==> config.mk <==
export PLATFORM = sky130hd
export DESIGN_NAME = id_stage_hz
export DESIGN_NICKNAME = d
export VERILOG_FILES = /design/src/rtl/id_stage_hz.sv
export SDC_FILE = /design/constraint.sdc
export NUM_CORES = 2
export LEC_CHECK = 0
export BUFFER_PORTS_ARGS = -buffer_cell sky130_fd_sc_hd__buf_4
export CORE_MARGIN = 1
export CORE_UTILIZATION = 60
export DETAILED_ROUTE_END_ITERATION = 10
export PLACE_DENSITY = 0.78
export SLEW_MARGIN = 20
export SYNTH_ARGS = -nofsm -noshare
export SYNTH_HDL_FRONTEND = slang
export SYNTH_SLANG_ARGS = --single-unit
==> constraint.sdc <==
create_clock -name clk -period 2.2 [get_ports clk]
set_input_delay 0.33 -clock clk [delete_from_list [all_inputs] [get_ports clk]]
set_output_delay 0.33 -clock clk [all_outputs]
set_load 0.005 [all_outputs]
==> src/rtl/id_stage_hz.sv <==
// Registered decode stage: field decode, register file with WB bypass, and a
// load-use interlock that inserts bubbles into the ID/EX register.
package id_stage_hz_pkg;
  localparam int XLEN = 32;
  localparam int REG_ADDR_WIDTH = 5;

  typedef struct packed {
    logic       reg_write;
    logic       mem_read;
    logic       mem_write;
    logic       mem_to_reg;
    logic       alu_src;
    logic       branch;
    logic       jump;
    logic [3:0] alu_op;
  } ctrl_t;

  typedef struct packed {
    logic [31:0]     instr;
    logic [XLEN-1:0] pc;
    logic            valid_if_id;
  } if_id_reg_t;

  typedef struct packed {
    logic                      valid_id_ex;
    logic [XLEN-1:0]           pc;
    logic [XLEN-1:0]           rs1_data;
    logic [XLEN-1:0]           rs2_data;
    logic [XLEN-1:0]           immediate;
    logic [REG_ADDR_WIDTH-1:0] rs1_addr;
    logic [REG_ADDR_WIDTH-1:0] rs2_addr;
    logic [REG_ADDR_WIDTH-1:0] rd_addr;
    logic [2:0]                funct3;
    ctrl_t                     ctrl;
  } id_ex_reg_t;
endpackage

module id_stage_hz
  import id_stage_hz_pkg::*;
#(
  parameter int XLEN               = id_stage_hz_pkg::XLEN,
  parameter int REG_ADDR_WIDTH     = id_stage_hz_pkg::REG_ADDR_WIDTH,
  parameter int WB_BYPASS          = 1,
  parameter int LOAD_USE_INTERLOCK = 1,
  parameter int CNT_WIDTH          = 16
) (
  input  logic                      clk,
  input  logic                      reset,
  input  if_id_reg_t                if_id_in,
  output logic                      id_ready,
  input  logic                      ex_ready,
  input  logic                      flush,
  input  logic [REG_ADDR_WIDTH-1:0] wb_rd_addr,
  input  logic [XLEN-1:0]           wb_write_data,
  input  logic                      wb_reg_write,
  output id_ex_reg_t                id_ex_out,
  output logic [CNT_WIDTH-1:0]      stall_count
);

  localparam logic [6:0] OP_R   = 7'b0110011;
  localparam logic [6:0] OP_I   = 7'b0010011;
  localparam logic [6:0] OP_LD  = 7'b0000011;
  localparam logic [6:0] OP_ST  = 7'b0100011;
  localparam logic [6:0] OP_BR  = 7'b1100011;
  localparam logic [6:0] OP_JAL = 7'b1101111;
  localparam logic [6:0] OP_JLR = 7'b1100111;
  localparam logic [6:0] OP_LUI = 7'b0110111;
  localparam logic [6:0] OP_AUI = 7'b0010111;

  logic [31:0]               instr;
  logic [6:0]                opcode;
  logic [2:0]                funct3;
  logic [REG_ADDR_WIDTH-1:0] rs1, rs2, rd;
  ctrl_t                     ctrl;
  logic [XLEN-1:0]           imm;
  logic [XLEN-1:0]           rs1_data, rs2_data;
  logic [XLEN-1:0]           regs [2**REG_ADDR_WIDTH];
  logic                      hz;
  id_ex_reg_t                decoded;

  assign instr  = if_id_in.instr;
  assign opcode = instr[6:0];
  assign funct3 = instr[14:12];
  assign rs1    = instr[19:15];
  assign rs2    = instr[24:20];
  assign rd     = instr[11:7];

  always_comb begin
    ctrl = '0;
    imm  = '0;
    unique case (opcode)
      OP_R: begin
        ctrl.reg_write = 1'b1;
        ctrl.alu_op    = {instr[30], funct3};
      end
      OP_I: begin
        ctrl.reg_write = 1'b1;
        ctrl.alu_src   = 1'b1;
        ctrl.alu_op    = {(funct3 == 3'b101) & instr[30], funct3};
        imm            = {{20{instr[31]}}, instr[31:20]};
      end
      OP_LD: begin
        ctrl.reg_write  = 1'b1;
        ctrl.mem_read   = 1'b1;
        ctrl.mem_to_reg = 1'b1;
        ctrl.alu_src    = 1'b1;
        imm             = {{20{instr[31]}}, instr[31:20]};
      end
      OP_ST: begin
        ctrl.mem_write = 1'b1;
        ctrl.alu_src   = 1'b1;
        imm            = {{20{instr[31]}}, instr[31:25], instr[11:7]};
      end
      OP_BR: begin
        ctrl.branch = 1'b1;
        ctrl.alu_op = 4'b1000;
        imm         = {{19{instr[31]}}, instr[31], instr[7], instr[30:25], instr[11:8], 1'b0};
      end
      OP_JAL: begin
        ctrl.reg_write = 1'b1;
        ctrl.jump      = 1'b1;
        imm            = {{11{instr[31]}}, instr[31], instr[19:12], instr[20], instr[30:21], 1'b0};
      end
      OP_JLR: begin
        ctrl.reg_write = 1'b1;
        ctrl.jump      = 1'b1;
        ctrl.alu_src   = 1'b1;
        imm            = {{20{instr[31]}}, instr[31:20]};
      end
      OP_LUI, OP_AUI: begin
        ctrl.reg_write = 1'b1;
        ctrl.alu_src   = 1'b1;
        imm            = {instr[31:12], 12'b0};
      end
      default: ;
    endcase
  end

  // x0 is never written, so its entry stays at its reset value of zero.
  always_ff @(posedge clk or negedge reset) begin
    if (!reset) begin
      for (int i = 0; i < 2**REG_ADDR_WIDTH; i++) regs[i] <= '0;
    end else if (wb_reg_write && wb_rd_addr != '0) begin
      regs[wb_rd_addr] <= wb_write_data;
    end
  end

  always_comb begin
    rs1_data = regs[rs1];
    rs2_data = regs[rs2];
    if (WB_BYPASS != 0 && wb_reg_write && wb_rd_addr != '0) begin
      if (wb_rd_addr == rs1) rs1_data = wb_write_data;
      if (wb_rd_addr == rs2) rs2_data = wb_write_data;
    end
    if (rs1 == '0) rs1_data = '0;
    if (rs2 == '0) rs2_data = '0;
  end

  assign hz = (LOAD_USE_INTERLOCK != 0) && if_id_in.valid_if_id &&
              id_ex_out.valid_id_ex && id_ex_out.ctrl.mem_read &&
              id_ex_out.rd_addr != '0 &&
              (id_ex_out.rd_addr == rs1 || id_ex_out.rd_addr == rs2);

  assign id_ready = reset && (flush || (ex_ready && !hz));

  always_comb begin
    decoded             = '0;
    decoded.valid_id_ex = if_id_in.valid_if_id;
    decoded.pc          = if_id_in.pc;
    decoded.rs1_data    = rs1_data;
    decoded.rs2_data    = rs2_data;
    decoded.immediate   = imm;
    decoded.rs1_addr    = rs1;
    decoded.rs2_addr    = rs2;
    decoded.rd_addr     = rd;
    decoded.funct3      = funct3;
    decoded.ctrl        = ctrl;
  end

  // Flush beats backpressure, backpressure beats the interlock bubble.
  always_ff @(posedge clk or negedge reset) begin
    if (!reset) begin
      id_ex_out   <= '0;
      stall_count <= '0;
    end else if (flush) begin
      id_ex_out <= '0;
    end else if (ex_ready) begin
      if (hz) begin
        id_ex_out <= '0;
        if (stall_count != '1) stall_count <= stall_count + 1'b1;
      end else begin
        id_ex_out <= decoded;
      end
    end
  end

endmodule

==> results.cfg <==
[synth]
synth_largest_area_cell = dfrtp_1
synth.area.top_cells = dfrtp_1, mux4_2, mux2_2
ys_top_cells_by_count = dfrtp_1, mux2_2, mux4_2, o22ai_1, clkbuf_1
ys_warn_count = 0
yosysSeqAreaShare_pct = 50.0
synth_flop_cell = dfrtp_1
synth_cell_types = 51
avgSynthCellArea_sq_um = 15.2
synth_cells = 3940
yosys.cell_count.top_type = dfrtp_1
synth-seq-cells = 1197
synth-edff-count = 0
syn_nets = 4048
async_reset_ff_share_pct = 100
synth_top_area_share_pct = 50.0
syn_area_sq_mm = 0.0599

[global_route]
grt_antenna_before_repair = 6
grt_pass1_wl_mm = 285
grtUsageTotal_pct = 38.3
overflow = 0
grt_pass1_vias = 43200
grt_max_degree = 99

[timing]
tns_ns = -0.290
skew_ns = 0.0232
setup_viol = 1
setup_ws_ns = -0.290
max_freq_mhz = 402
fin_crit_ns = 2.49
min_period_over_period_pct = 113
timing.slew.headroom_pct = 36.5
hold_viol_final = 0
grt_setup_unrepaired = true
slew_violations = 0
whs_ns = 0.0342
worstMarginPinSlew_ns = 0.944

[power]
power_frac_seq_pct = 46.2
peakVddDrop_mv = 0.750
power_mw = 62.1
cellLeakagePower_nw = 31.7
switchingPower_mw = 16.2
combPwrFrac_pct = 18.5
power_density_mw_per_mm2 = 868
swShare_pct = 26.1
internal-power_mw = 45.9
pwr-share-clk_pct = 35.3

[finish]
syn_to_final_growth_pct = 19.4
final_cells = 5723
nFillCells = 6020
postLayoutCellArea_sq_mm = 0.0716
num-nets-final = 4446
fin_util_pct = 72.5
drive_gt1_share_pct = 50.4

[placement]
globalplace.congestion = 0.900
port_buffers = 281
placed_cell_area_sq_mm = 0.0667
numPlacedInstances = 5433
dp_hpwl_mm = 120
place_ws_ns = -0.151

[clocking]
clkSlewWorstSetupHoldPaths_ns = 0.06
cts_tree = built
clock_path_buffers = 3
clkLatencyLatePin_ns = 0.75
htree_num_levels = 4
cts_num_sinks = 1197
cts_root_buf = clkbuf_16
cts_buffers = 131

[critical_path]
slowest_delay_ns = 0.46
cpMaxStageDelayCell = dfrtp_2
cp-start-kind = flip-flop
arrival_ns = 2.16
path_cells = xnor2_2 > nand2_1 > o22ai_2 > nand2_2 > buf_12 > a21oi_2 > nor2b_1 > buf_4
path_max_fanout = 5
critPathBufInv = 2
critical_path_class = reg2out
critical_path.top_delay_family = flip-flops
crit_required_ns = 1.87
end_kind = primary output

[route]
drtIter0Drc = 4748
vias = 41800
remaining_drc_errors = 0
vias_per_cell = 7.30
dr.pass1.iters = 6
avgRoutedWirePerCell_microns = 33.3
drt-total-wl_mm = 190
drtAntennaViolNets = 0

[floorplanning]
die_y_microns = 318
num_rows = 115
dieArea_sq_mm = 0.101
ios = 282
die_w_microns = 318
coreArea_sq_mm = 0.0987
start_util_pct = 60.7

[run_status]
status = complete, but fails checks
violations = negative setup slack

[min_path]
hp-class = in2reg

[run]
maxCapViolations = 0
==> cells by family after synthesis <==
kind of cell / synth area share, %
AO/OA/AOI/OAI: 5.42
AND/OR/NAND/NOR: 2.77
buffers and inverters: 3.40
flip-flops: 50.0
XOR/XNOR: 0.511
multiplexers: 37.9
adder cells (fa/ha/maj): 0.0209
==> power by group through the flow <==
stage	Clock (mW)	Combinational, mW	Sequential, mW
3_3_place_gp	0	10.9	28.4
6_report	22.0	11.5	28.7
2_1_floorplan	0	8.13	27.8
3_5_place_dp	0	11.3	28.8
4_1_cts	22.1	11.4	28.5
5_1_grt	23.0	12.2	29.0
==> worst register-to-register path: cells and delay by family, from the launching register on <==
| family | cells | cell delay, ns |
|---|---|---|
| flops | 1 | 0.46 |
| buf+inv | 3 | 0.49 |
| xor+xnor | 1 | 0.17 |
| compound gates | 2 | 0.57 |
| simple gates | 3 | 0.35 |
==> final cells by class <==
class                   count  area [sq um]  area share, %
multi-input cells        2295         28200           39.4
clock inverters            32           392          0.547
clock buffers             193          3840           5.37
flip-flops and latches   1197         30000           41.9
inverters                   1          3.75        0.00524
well taps                1287          1610           2.25
repair buffers            712          7560           10.6
diodes                      6          15.0         0.0210
==> layer usage <==
layer / track usage, % / vias up / part of all wire [%] / wire [microns]
met1: 50.1 / 22000 / 37 / 69500
met3: 11.5 / 651 / 11 / 21700
met2: 58.8 / 2853 / 47 / 89200
met4: 18.9 / 4 / 5.3 / 10000
li1: - / 16300 / - / -
met5: 0 / - / 0.0095 / 18
==> final timing paths <==
path,slack [ns],cells after the start,end,start
hold reg to reg,0.39,0,regs[1011],regs[1011]
hold / removal,0.03,3,id_ex_out[25],if_id_in[49]
setup / recovery,-0.29,8,id_ready,id_ex_out[16]
setup reg to reg,0.05,9,id_ex_out[87],id_ex_out[16]
min in group asynchronous,0.19,3,id_ex_out[37],reset
max in group asynchronous,1.04,4,regs[969],reset
==> timing repair <==
action                                  in CTS  in global routing
pin swaps                                    7                  2
endpoints found under the hold margin      315                  1
hold buffers                                53                  1
endpoints found under the setup margin       2                 20
resized for setup                            7                  3
setup buffers                                3                  3
==> state kept, by name, summed over array words and instances (netlist names) <==
signal,flops
id_ex_out,157
regs,1024
stall_count,16
==> layout by cell type, fill, tap and decap left out, types with 3 or more instances in the layout <==
cell type	instances
o21ai_0	10
buf_4	490
o22ai_1	256
nor3_1	11
and2_1	65
nor2_4	17
xnor2_1	15
clkbuf_8	29
xor2_1	19
nor4_1	71
diode_2	6
nand2_1	45
nand3b_1	10
nor2_1	10
nand4_1	3
mux4_2	512
dfrtp_1	1194
nand2_2	20
mux2_2	810
a21oi_1	20
a32o_1	4
a22o_1	60
bufinv_16	8
clkbuf_1	31
a221o_1	64
buf_12	164
buf_8	4
a22oi_1	5
dfrtp_2	3
nand3_1	16
o21a_1	3
mux2_1	183
o21ai_1	21
nor2b_1	3
clkinv_2	15
dlygate4sd3_1	54
inv_6	7
and3_1	4
nor3b_1	4
clkbuf_16	133
(Power assumes the default switching activity.)
